--- src/rtl/flygoat_tune_pkg.sv ---
`default_nettype none
// ============================================================================
// Module : flygoat_tune_pkg
// Brief  : Shared types, widths and the four hard-wired tune tables for the
//          TT02 tune player.
// Rev    : 1.0  initial release
// ============================================================================
package flygoat_tune_pkg;

  localparam int NOTE_W  = 4;
  localparam int DUR_W   = 4;
  localparam int STEPS   = 16;
  localparam int STEP_W  = $clog2(STEPS);
  localparam int HALF_W  = 6;   // half periods reach 32 clocks
  localparam int BEATS_W = 5;   // beat count reaches 16 (dur==0)

  typedef struct packed {
    logic [NOTE_W-1:0] note;
    logic [DUR_W-1:0]  dur;
  } entry_t;

  // Note n=1..15 maps to a half period of 34-2n clocks (32 down to 4).
  function automatic logic [HALF_W-1:0] half_period(input logic [NOTE_W-1:0] note);
    return HALF_W'(34) - {1'b0, note, 1'b0};
  endfunction

  // A stored duration of zero stands for the longest note, 16 beats.
  function automatic logic [BEATS_W-1:0] dur_beats(input logic [DUR_W-1:0] dur);
    return (dur == '0) ? BEATS_W'(16) : {1'b0, dur};
  endfunction

  // Tune ROM: sel picks one of four tunes, idx the entry within it.
  function automatic entry_t tune_entry(input logic [1:0] sel, input logic [STEP_W-1:0] idx);
    entry_t e;
    e.note = '0;
    e.dur  = 4'd1;
    case (sel)
      2'd0: e.note = (idx == 4'd15) ? 4'd0 : idx + 4'd1;
      2'd1: begin
        e.note = (idx == 4'd15) ? 4'd0 : 4'd15 - idx;
        e.dur  = 4'd2;
      end
      2'd2: e.note = idx[0] ? 4'd8 : 4'd1;
      default: e.note = 4'd8;
    endcase
    return e;
  endfunction

endpackage
`default_nettype wire

--- src/rtl/flygoat_tt02_play_tune_tone_gen.sv ---
`default_nettype none
// ============================================================================
// Module : tune_tone_gen
// Brief  : Square-wave generator; toggles the tone every i_half clocks while
//          enabled, restarting from a low phase on request.
// Rev    : 1.0  initial release
// ============================================================================
module tune_tone_gen
  import flygoat_tune_pkg::*;
(
  input  logic              clk,
  input  logic              rst,
  input  logic [HALF_W-1:0] i_half,
  input  logic              i_en,
  input  logic              i_restart,
  output logic              o_tone
);

  logic [HALF_W-1:0] tone_cnt_q, tone_cnt_d;
  logic              tone_q, tone_d;

  // Next-state: restart and rests park the counter and tone low.
  always_comb begin
    tone_cnt_d = tone_cnt_q;
    tone_d     = tone_q;
    if (rst || i_restart || !i_en) begin
      tone_cnt_d = '0;
      tone_d     = 1'b0;
    end else if (tone_cnt_q == i_half - HALF_W'(1)) begin
      tone_cnt_d = '0;
      tone_d     = ~tone_q;
    end else begin
      tone_cnt_d = tone_cnt_q + HALF_W'(1);
    end
  end

  // Tone state registers.
  always_ff @(posedge clk) begin
    tone_cnt_q <= tone_cnt_d;
    tone_q     <= tone_d;
  end

  assign o_tone = tone_q;

endmodule
`default_nettype wire

--- src/rtl/flygoat_tt02_play_tune.sv ---
`default_nettype none
// ============================================================================
// Module : flygoat_tt02_play_tune
// Brief  : TT02 tune player top. Beat timer and step sequencer walk a
//          16-entry tune; a tone generator drives a differential speaker.
// Rev    : 1.0  initial release
// ============================================================================
module flygoat_tt02_play_tune
  import flygoat_tune_pkg::*;
#(
  parameter int MAX_COUNT = 10000
) (
  input  logic [7:0] io_in,
  output logic [7:0] io_out
);

  localparam int CNT_W = $clog2(MAX_COUNT);

  logic       clk;
  logic       rst;
  logic [1:0] db_sel;
  logic       unused_io;

  assign clk       = io_in[0];
  assign rst       = io_in[1];
  assign db_sel    = io_in[3:2];
  assign unused_io = &{1'b0, io_in[7:4]};

  logic [CNT_W-1:0]   beat_cnt_q, beat_cnt_d;
  logic [BEATS_W-1:0] beats_left_q, beats_left_d;
  logic [STEP_W-1:0]  step_q, step_d;
  logic [1:0]         db_q, db_d;
  logic [7:0]         io_out_q, io_out_d;

  entry_t cur_entry;
  entry_t next_entry;
  entry_t first_entry;
  logic   restart;
  logic   beat_wrap;
  logic   advance;
  logic   tone;
  logic   [1:0] speaker;

  // Sequencer next-state; a tune-select change restarts exactly like reset.
  always_comb begin
    cur_entry    = tune_entry(db_q, step_q);
    next_entry   = tune_entry(db_q, step_q + STEP_W'(1));
    first_entry  = tune_entry(db_sel, '0);
    restart      = rst || (db_sel != db_q);
    beat_wrap    = (beat_cnt_q == CNT_W'(MAX_COUNT - 1));
    advance      = beat_wrap && (beats_left_q == BEATS_W'(1));
    speaker      = (cur_entry.note == '0) ? 2'b00 : {~tone, tone};

    beat_cnt_d   = beat_cnt_q;
    beats_left_d = beats_left_q;
    step_d       = step_q;
    db_d         = db_sel;
    io_out_d     = {2'b00, step_q, speaker};

    if (restart) begin
      beat_cnt_d   = '0;
      step_d       = '0;
      beats_left_d = dur_beats(first_entry.dur);
      io_out_d     = 8'h00;
    end else begin
      beat_cnt_d = beat_wrap ? '0 : beat_cnt_q + CNT_W'(1);
      if (advance) begin
        step_d       = step_q + STEP_W'(1);
        beats_left_d = dur_beats(next_entry.dur);
      end else if (beat_wrap) begin
        beats_left_d = beats_left_q - BEATS_W'(1);
      end
    end
  end

  // Sequencer and output registers.
  always_ff @(posedge clk) begin
    beat_cnt_q   <= beat_cnt_d;
    beats_left_q <= beats_left_d;
    step_q       <= step_d;
    db_q         <= db_d;
    io_out_q     <= io_out_d;
  end

  tune_tone_gen u_tone_gen (
    .clk       (clk),
    .rst       (rst),
    .i_half    (half_period(cur_entry.note)),
    .i_en      (cur_entry.note != '0),
    .i_restart (restart || advance),
    .o_tone    (tone)
  );

  assign io_out = io_out_q;

endmodule
`default_nettype wire

--- config.mk ---
export PLATFORM = sky130hd
export DESIGN_NAME = flygoat_tt02_play_tune
export DESIGN_NICKNAME = d
export VERILOG_FILES = /design/src/rtl/flygoat_tune_pkg.sv /design/src/rtl/flygoat_tt02_play_tune_tone_gen.sv /design/src/rtl/flygoat_tt02_play_tune.sv
export SDC_FILE = /design/constraint.sdc
export NUM_CORES = 1
export LEC_CHECK = 0
export CORE_MARGIN = 1.5
export CORE_UTILIZATION = 40
export DETAILED_ROUTE_END_ITERATION = 7
export GPL_TIMING_DRIVEN = 1
export PLACE_DENSITY_LB_ADDON = 0.15
export SLEW_MARGIN = 20
export SYNTH_ARGS = -nofsm -noshare
export SYNTH_HDL_FRONTEND = slang
export SYNTH_HIERARCHICAL = 1
export SYNTH_SLANG_ARGS = --single-unit
--- constraint.sdc ---
create_clock -name io_in -period 3.6 [get_ports io_in]
set_input_delay 0.54 -clock io_in [delete_from_list [all_inputs] [get_ports io_in]]
set_output_delay 0.54 -clock io_in [all_outputs]
set_load 0.01 [all_outputs]
==> run summary <==
Run status: complete, but fails checks
Failing checks: design-rule violations, negative hold slack
IO Count: 16
Worst-path fanout max: 7
Initial antenna violation count: 0
Slew HR: 0.507
Clk_skew: 0.00786 ns
DR vias/cell: 5.39
Crit-path max cell delay: 0.53 ns
Post-synthesis simple-gate area fraction: 0.258
Routability cong.: 0.831
Cell mode on critical path: clkbuf_8
Register bit total from synthesis: 38
Initial DRC Count: 135
Synth Area in Compound Gates: 0.0830
Post-Synth Adder-Cell Area: 0.0457
Mux share of post-synthesis cell area: 0.0118
Die W: 72.2 um
WL final: 5070 um
Sw Share: 0.317
Met3 Use GR: 0.289
Clk network pwr share: 0.784
Die area: 5210 um^2
Largest family of logic cells by synthesized area: simple AND/OR/NAND/NOR gates
First-pass GRT wire length: 8510 um
Number of enable flip-flop cells after synthesis: 5
YS warnings: 6
Syn avg cell area: 9.21 um^2
DR vias: 1763
Filler Cell Count: 364
Detail Placement HPWL: 2460 um
Gate power share: 0.025
Leak: 1.20 nW
Hold WC Path Type: clk -> reg
Setup tns final: 0 ns
CP Data Arrival Time: 3.61 ns
Synthesized cell area: 1920 um^2
Sw Pwr: 0.909 mW
Largest cells by area after synthesis: dfxtp_1, xor2_1, edfxtp_1, nor2_1, ha_1
Sequential power share: 0.191
# setup viols final: 0
Gr ovfl total: 0
Reg area: 811 um^2
FP Rows: 24
Layout area overhead: 46.0%
Die Ht: 72.2 um
GR peak layer: met4
Internal power: 1.95 mW
Port Buf Inserts: 6
Critical Path Sink Type: flip-flop
CP Launch Type: clock port
Core box area: 4470 um^2
Met2 usage: 0.248
DRC Markers: 1
RSZ-0062 raised after global routing: no
Most used standard cell by instance count after synthesis: dfxtp_1
Final Hold Vio Count: 2
CTS tree: built
Initial DRT Pass Iterations: 6
Ant. Diodes: 0
Register area share after synthesis: 0.423
Synth unique cells: 44
Met1 Track Usage GR: 0.187
XOR/XNOR Fraction of Synth Area: 0.133
CTS clk-pin slew, worst paths: 0.08 ns
Clock insertion delay at the later pin of the skew report: 0.29 ns
Power Total: 2.86 mW
Top_reg_cell synth: dfxtp_1
Buffers & Inverters on Critical Path: 4
Multi-input logic area: 1120 um^2
Cell family with most CP delay: simple AND/OR/NAND/NOR gates
CP max stage cell: or4_4
Total Nets Final: 274
WL/cell: 15.5 um
CP Cell Sequence: clkbuf_8, xor2_4, clkbuf_8, or3_4, or4_4, clkbuf_8, clkbuf_8, o311a_1
Area share of the largest cell type after synthesis: 0.345
Final setup margin: 0.0343 ns
MaxCap Viol Count: 0
Final antenna-violating net count: 0
Hold Buf Count CTS: 0
PwrDens: 1020 nW/um^2
Worst EP required: 3.65 ns
Initial Utilization: 0.428
R2R Setup Slk: 0.32 ns
Asr flop ratio synth: 0
Worst vdd ir: 356 uV
Proportion of layout cells with a drive suffix above 1: 0.233
Synth top cells by count: dfxtp_1, nor2_1, xor2_1, nand3_1, xnor2_1
Worst-Margin Slew: 0.730 ns
Crit path kind: clk -> reg
Hold Slack: -0.00880 ns
Largest net degree at the start of global routing: 13
Setup WS pre-CTS: 0.270 ns
Number of global-route vias before repair: 2173
Pins Over Slew Limit: 0
Cell count after synthesis: 208
Gr usage total: 0.258
Cell taking the most area after synthesis: dfxtp_1
[path summary, 6_finish.rpt]
kind	start	endpoint	cells after the start
setup / recovery	io_in[3]	beats_left_q[0]$_DFFE_PP_	8
hold / removal	io_in[3]	db_q[1]$_DFF_P_	2
setup reg to reg	step_q[0]$_SDFFE_PP0P_	u_tone_gen/o_tone$_SDFFE_PP0N_	11
hold reg to reg	beat_cnt_q[0]$_SDFF_PP0_	beat_cnt_q[0]$_SDFF_PP0_	1
[cells in the final DEF (no fill, tap or decap), types with 5 or more instances in the layout]
cell	instances
a21oi_1	5
and4_1	5
clkbuf_1	12
clkbuf_8	42
clkdlybuf4s50_1	6
conb_1	6
dfxtp_1	33
edfxtp_1	5
ha_1	7
inv_1	9
nand2_1	7
nand3_1	11
nand4_1	6
nor2_1	29
nor3_1	8
o21ai_0	5
xnor2_1	10
xor2_1	17
[routing by layer]
metal / wire length (um) / part of all wire
met5: 0 / 0
met4: 330 / 0.065
met3: 540 / 0.11
met2: 2130 / 0.42
met1: 2070 / 0.41
[metrics by stage]
stage	std cells	utilization	area (um^2)
6_report	327	0.625	2800
5_1_grt	327	0.625	2800
4_1_cts	328	0.627	2810
3_5_place_dp	264	0.449	2010
3_3_place_gp	264	0.449	2010
2_1_floorplan	213	-	1930
[flip-flops by register name, indices dropped and copies added, names as in the netlist]
signal / cells
u_tone_gen/tone_cnt_q: 6
beats_left_q: 5
db_q: 2
u_tone_gen/o_tone: 1
step_q: 4
beat_cnt_q: 14
io_out: 6
[logic make-up after synthesis]
group           count (synthesis)
simple gates                   91
flops                          38
xor+xnor                       29
compound gates                 24
buf+inv                        16
fa+ha+maj                       7
mux                             2
other cells                     1
[cell type report]
cell class	instances	share of cell area
repair buffers	6	0.0215
clock buffers	58	0.233
clock inverters	5	0.0179
flip-flops and latches	38	0.290
well taps	52	0.0233
multi-input cells	159	0.402
inverters	9	0.0121
[timing repair]
item,in CTS,in global routing
hold endpoints to repair,0,0
gates resized for setup,13,1
buffers inserted,4,0
pin swaps,4,0
setup endpoints to repair,9,7
[worst register-to-register path, delay by kind of cell, from the launching register on]
kind	cells	cell delay (ns)
buf+inv	1	0.08
simple gates	5	1.54
fa+ha+maj	2	0.62
flops	1	0.36
compound gates	3	0.63
[power by group through the flow]
stage | Clock (mW) | Combinational (mW) | Sequential (mW)
final | 2.24 | 0.0730 | 0.546
after global routing | 2.42 | 0.0784 | 0.549
after CTS | 2.33 | 0.0690 | 0.545
after detailed placement | 0.329 | 0.0643 | 0.559
after global placement | 0.329 | 0.0654 | 0.560
after floorplan | 0.361 | 0.0401 | 0.559
Note: power is estimated with default switching activity, not from simulation.
